[src/rtl/cpu_mem_arbiter.sv]
// cpu_mem_arbiter
//   Puts the CPU's separate instruction and data ports onto one shared,
//   variable-latency memory bus. While cpu_stall is high the arbiter first
//   performs the pending data access (if any) and then the instruction fetch.
//   It then releases the pipeline for exactly one clock, with cpu_iin and
//   cpu_din valid during that clock.
//
// Optional feature (compile-time macro ARB_TIMEOUT_EN):
//   When the macro is defined, each access gives up after TIMEOUT cycles
//   without an ack. A read that gives up returns ERR_DATA, and a write that
//   gives up is dropped. The sticky bus_err flag is then set.
//   When the macro is undefined, the arbiter waits for ack indefinitely and
//   bus_err is tied low.
//
// Ports
//   clk, rst                 clock; asynchronous active-high reset
//   cpu_iaddr                instruction fetch address
//   cpu_daddr / cpu_dout     data address / store data
//   cpu_drw                  [1]=read, [0]=write, 00=none, 11=write
//   cpu_iin / cpu_din        registered fetched instruction / load data
//   cpu_stall                freezes the CPU pipeline
//   mem_req/mem_rd/mem_wr    bus request and strobes
//   mem_addr / mem_wdata     bus address / write data
//   mem_rdata / mem_ack      bus read data / transfer complete
//   bus_err                  sticky timeout flag
module cpu_mem_arbiter #(
    parameter int unsigned TIMEOUT  = 255,
    parameter logic [31:0] ERR_DATA = 32'hDEADBEEF
) (
    input  logic        clk,
    input  logic        rst,
    input  logic [31:0] cpu_iaddr,
    input  logic [31:0] cpu_daddr,
    input  logic [31:0] cpu_dout,
    input  logic [1:0]  cpu_drw,
    output logic [31:0] cpu_iin,
    output logic [31:0] cpu_din,
    output logic        cpu_stall,
    output logic        mem_req,
    output logic        mem_rd,
    output logic        mem_wr,
    output logic [31:0] mem_addr,
    output logic [31:0] mem_wdata,
    input  logic [31:0] mem_rdata,
    input  logic        mem_ack,
    output logic        bus_err
);

    typedef enum logic [1:0] {
        IDLE  = 2'd0,
        DATA  = 2'd1,
        FETCH = 2'd2,
        RUN   = 2'd3
    } state_t;

    state_t      state_q, state_d;
    logic [31:0] iin_q, iin_d;
    logic [31:0] din_q, din_d;
    logic        busy;       // a bus access is in flight this cycle
    logic        expire;     // access gives up this cycle without an ack
    logic        done;       // access completes this cycle (ack or expiry)
    logic [31:0] rdata_eff;  // ack wins over expiry in the same cycle
    logic        dacc;

    assign dacc      = (cpu_drw != 2'b00);
    assign busy      = (state_q == DATA) || (state_q == FETCH);
    assign done      = busy && (mem_ack || expire);
    assign rdata_eff = mem_ack ? mem_rdata : ERR_DATA;

`ifdef ARB_TIMEOUT_EN
    logic [15:0] cnt_q, cnt_d;
    logic        err_q, err_d;

    always_comb begin
        expire = busy && !mem_ack && (cnt_q == 16'(TIMEOUT - 1));
        // The counter restarts on every new access, including the
        // back-to-back DATA->FETCH hand-over.
        cnt_d  = 16'd0;
        if (busy && !done) begin
            cnt_d = cnt_q + 16'd1;
        end
        err_d  = err_q | expire;
    end

    always_ff @(posedge clk or posedge rst) begin
        if (rst) begin
            cnt_q <= 16'd0;
            err_q <= 1'b0;
        end else begin
            cnt_q <= cnt_d;
            err_q <= err_d;
        end
    end

    assign bus_err = err_q;
`else
    logic unused_params;
    assign unused_params = ^{TIMEOUT[15:0], ERR_DATA};
    assign expire        = 1'b0;
    assign bus_err       = 1'b0;
`endif

    always_comb begin
        state_d   = state_q;
        iin_d     = iin_q;
        din_d     = din_q;
        cpu_stall = 1'b1;
        mem_req   = 1'b0;
        mem_rd    = 1'b0;
        mem_wr    = 1'b0;
        mem_addr  = 32'd0;
        mem_wdata = 32'd0;
        case (state_q)
            IDLE: begin
                state_d = dacc ? DATA : FETCH;
            end
            DATA: begin
                mem_req   = 1'b1;
                mem_addr  = cpu_daddr;
                mem_wr    = cpu_drw[0];
                mem_rd    = cpu_drw[1] & ~cpu_drw[0];
                mem_wdata = cpu_dout;
                if (done) begin
                    if (cpu_drw == 2'b10) begin
                        din_d = rdata_eff;
                    end
                    state_d = FETCH;
                end
            end
            FETCH: begin
                mem_req  = 1'b1;
                mem_rd   = 1'b1;
                mem_addr = cpu_iaddr;
                if (done) begin
                    iin_d   = rdata_eff;
                    state_d = RUN;
                end
            end
            RUN: begin
                // The pipeline advances on this edge. cpu_drw already
                // describes the instruction that comes next.
                cpu_stall = 1'b0;
                state_d   = dacc ? DATA : FETCH;
            end
            default: begin
                state_d = IDLE;
            end
        endcase
    end

    always_ff @(posedge clk or posedge rst) begin
        if (rst) begin
            state_q <= IDLE;
            iin_q   <= 32'd0;
            din_q   <= 32'd0;
        end else begin
            state_q <= state_d;
            iin_q   <= iin_d;
            din_q   <= din_d;
        end
    end

    assign cpu_iin = iin_q;
    assign cpu_din = din_q;

endmodule
[config.mk]
export PLATFORM = sky130hd
export DESIGN_NAME = cpu_mem_arbiter
export DESIGN_NICKNAME = d
export VERILOG_FILES = /design/src/rtl/cpu_mem_arbiter.sv
export SDC_FILE = /design/constraint.sdc
export NUM_CORES = 1
export LEC_CHECK = 0
export ABC_AREA = 1
export ABC_CLOCK_PERIOD_IN_PS = 3500
export BUFFER_PORTS_ARGS = -buffer_cell sky130_fd_sc_hd__clkbuf_2
export CAP_MARGIN = 10
export CORE_AREA = 2 2 103 105
export CTS_CLUSTER_SIZE = 30
export DETAILED_ROUTE_END_ITERATION = 12
export DIE_AREA = 0 0 105 107
export PLACE_DENSITY_LB_ADDON = 0.3
export SLEW_MARGIN = 20
export SYNTH_ARGS = -nofsm -noshare
export SYNTH_HDL_FRONTEND = slang
export SYNTH_SLANG_ARGS = --single-unit
[constraint.sdc]
create_clock -name clk -period 3.5 [get_ports clk]
set_clock_uncertainty 0.05 [all_clocks]
set_input_delay 0.35 -clock clk [delete_from_list [all_inputs] [get_ports clk]]
set_output_delay 0.35 -clock clk [all_outputs]
set_load 0.01 [all_outputs]
==> impl_metrics.py <==
metrics = {
    "run_status": {
        "run_status": "finished, final reports clean",
    },
    "routing": {
        "num_vias": 3794,
        "wl_mm": 11.79,
        "ant_nets": 0,
        "first_pass_iters": 5,
        "drcViolationCount": 0,
        "viasPerCell": 4.501,
        "wire_per_inst_um": 13.99,
        "first_iter_violations": 290,
    },
    "global_route": {
        "grt_max_degree": 68,
        "antenna_found_initial": 0,
        "grt_usage_pct": 20.54,
        "grt_pass1_vias": 3619,
        "grt_pass1_wl_mm": 18.10,
        "grt_overflow_total": 0,
    },
    "logic_synthesis": {
        "syn_area_um2": 3655,
        "synth-seq-cells": 66,
        "syn_area_per_cell_um2": 8.086,
        "syn_inst": 452,
        "ys_types": 20,
        "ys_seq_area_share_pct": 45.19,
        "synth_fp_nets": 589,
        "yosys_warnings": 0,
    },
    "setup_path": {
        "worstSetupPathType": "reg -> out",
        "crit_required_ns": 3.10,
        "crit_fanout": 67,
        "cpPeakStageDelay_ns": 0.51,
        "arrival_ns": 2.24,
        "cp-start-kind": "register",
        "crit_chain": "inv_1 -> ha_2 -> buf_4 -> nand2_1 -> a21oi_1 -> clkbuf_2",
        "slowest_stage": "buf_4",
        "end_kind": "output pin",
    },
    "cells_and_area": {
        "synthToLayoutAreaGrowth_pct": 41.46,
        "antenna_cells": 0,
        "fill_cells": 1021,
        "layout-drive-gt1-share_pct": 49.36,
        "fin_nets": 839,
    },
    "cts": {
        "htreeDepth": 3,
        "clkSinkCount": 66,
        "post_cts_resized": 0,
        "clockBufferDepth": 2,
        "clockRootBuffer": "clkbuf_8",
        "ctsHoldBuffers": 0,
        "cts_tree": "yes",
        "clk_latency_ns": 0.33,
        "post_cts_buffers": 0,
        "numCtsBuffers": 9,
        "clk_pin_slew_worst_paths_ns": 0.07,
    },
    "sta": {
        "drv_slew": 0,
        "relSlewSlack_pct": 40.85,
        "finalCritPeriodShare_pct": 75.36,
        "worst_pin_slew_ns": 0.8863,
        "rsz0062_at_grt": "false",
        "setup-tns-final_ns": 0,
        "whs_ns": 0.1070,
        "setup_viol": 0,
        "min_period_ns": 2.637,
        "layout_setup_ws_ns": 0.8625,
        "hold_viol": 0,
        "fmax_ghz": 0.3791,
    },
    "pwr": {
        "p_per_area_nw_per_um2": 847.1,
        "netSwitchingPower_w": 0.001975,
        "power.total_w": 0.004380,
        "internal_power_w": 0.002405,
        "ir_drop_v": 0.0004362,
        "p_leak_nw": 3.199,
        "switching_share_pct": 45.09,
        "p_seq_share_pct": 29.4,
        "pwr-share-clk_pct": 16.5,
        "combPwrFrac_pct": 54.1,
    },
    "place": {
        "place_hpwl_mm": 9.338,
        "gp_congestion": 0.8437,
        "port_buffers": 264,
        "place_ws_ns": 1.229,
    },
    "die": {
        "io_pins": 266,
        "coreArea_um2": 10090,
        "fp-row-count": 37,
        "die_h_um": 107,
        "start_util_pct": 36.21,
        "die_x_um": 105,
        "die-area_um2": 11240,
    },
    "min_path": {
        "hp-class": "in -> async",
    },
    "flow_run": {
        "max_cap_viol_count": 0,
    },
}
## per-stage QoR
step / instances / area (µm²) / utilization, %
after detailed placement: 827 / 4942 / 48.97
final: 843 / 5170 / 51.23
after global routing: 843 / 5170 / 51.23
after CTS: 843 / 5169 / 51.21
after global placement: 827 / 4942 / 48.97
after floorplan: 452 / 3655 / -
## layer usage
layer / track usage (%) / vias to the layer above / routed length [µm] / share of wire [%]
met2: 33.95 / 183 / 5788 / 49
met1: 25.11 / 1728 / 4754 / 40
li1: - / 1868 / - / -
met3: 6.809 / 15 / 961 / 8.1
met4: 7.333 / 0 / 289 / 2.5
met5: 0 / - / 0 / 0
## cells in the mapped netlist
master | count | area (µm²)
inv_1 | 74 | 277.8
nand2_8 | 1 | 20.02
ha_1 | 4 | 50.05
o21bai_1 | 1 | 7.510
nand2_4 | 1 | 11.26
conb_1 | 1 | 3.750
o21ai_2 | 57 | 499.2
nor2_1 | 1 | 3.750
nand2_1 | 171 | 641.9
nand3_1 | 2 | 10.01
buf_2 | 9 | 45.04
clkbuf_1 | 3 | 11.26
nand3_4 | 1 | 17.52
nor2_4 | 1 | 11.26
buf_4 | 3 | 22.52
a21oi_1 | 33 | 165.2
inv_4 | 2 | 12.51
buf_6 | 14 | 157.7
dfrtp_1 | 66 | 1652
o21ai_1 | 7 | 35.03
## kinds of logic after synthesis
family                   Yosys count  share of synthesized area, %
buffers and inverters            105                         14.41
AND/OR/NAND/NOR                  178                         19.58
other                              1                        0.1026
AO/OA/AOI/OAI                     98                         19.34
flip-flops                        66                         45.19
adder cells (fa/ha/maj)            4                         1.369
## state kept, by name, indices dropped and copies added (netlist names)
signal   count
cpu_din     32
state_q      2
cpu_iin     32
## path summary, 6_finish.rpt
path | startpoint | slack [ns] | cells after the start | endpoint
min | rst | 0.11 | 2 | cpu_din[12]$_DFFE_PP0P_
max in group asynchronous | rst | 2.58 | 3 | cpu_din[7]$_DFFE_PP0P_
min in group clk | mem_rdata[4] | 0.20 | 3 | cpu_iin[4]$_DFFE_PP0P_
max | state_q[1]$_DFFE_PP0P_ | 0.86 | 6 | mem_addr[25]
max reg2reg | state_q[0]$_DFFE_PP0P_ | 1.54 | 8 | cpu_iin[13]$_DFFE_PP0P_
min reg2reg | cpu_iin[29]$_DFFE_PP0P_ | 0.43 | 2 | cpu_iin[29]$_DFFE_PP0P_
## worst max-delay path: cells and delay by family, from the launching register on
kind,cells,cell delay (ns)
buf+inv,3,0.80
compound gates,1,0.34
flops,1,0.41
fa+ha+maj,1,0.21
simple gates,1,0.12
## cell type report
class	instances	area, µm²	area share (%)
sequential	66	1652	31.95
multi-input combinational	281	1479	28.61
clock buffer	10	137.6	2.662
tap	136	170.2	3.291
clock inverter	6	88.84	1.718
inverter	76	291.5	5.639
timing repair buffer	268	1351	26.14
## power groups by stage
| stage | registers, W | logic [W] | clock network, W |
|---|---|---|---|
| floorplan | 0.00143 | 0.00138 | 0 |
| finish | 0.00129 | 0.00237 | 0.000722 |
| CTS | 0.00129 | 0.00240 | 0.000742 |
| global placement | 0.00129 | 0.00235 | 0 |
| global route | 0.00133 | 0.00262 | 0.000772 |
| detailed placement | 0.00130 | 0.00240 | 0 |
## layout by cell type (no fill, tap or decap)
master / netlist / routed
nand2_8: 1 / 1
nor2_4: 1 / 1
o21bai_1: 1 / 1
o21ai_1: 7 / 7
bufinv_16: 0 / 2
buf_4: 3 / 4
ha_1: 4 / 3
nor2_1: 1 / 1
dfrtp_1: 66 / 66
o21ai_2: 57 / 57
nand2_4: 1 / 1
ha_2: 0 / 1
clkbuf_8: 0 / 10
nand3_4: 1 / 1
conb_1: 1 / 1
clkbuf_2: 0 / 264
nand3_1: 2 / 2
clkinvlp_4: 0 / 2
inv_1: 74 / 73
clkinv_2: 0 / 2
a21oi_1: 33 / 33
inv_4: 2 / 2
inv_6: 0 / 1
nand2_1: 171 / 171
No activity file was read; power rests on OpenSTA's default activity.
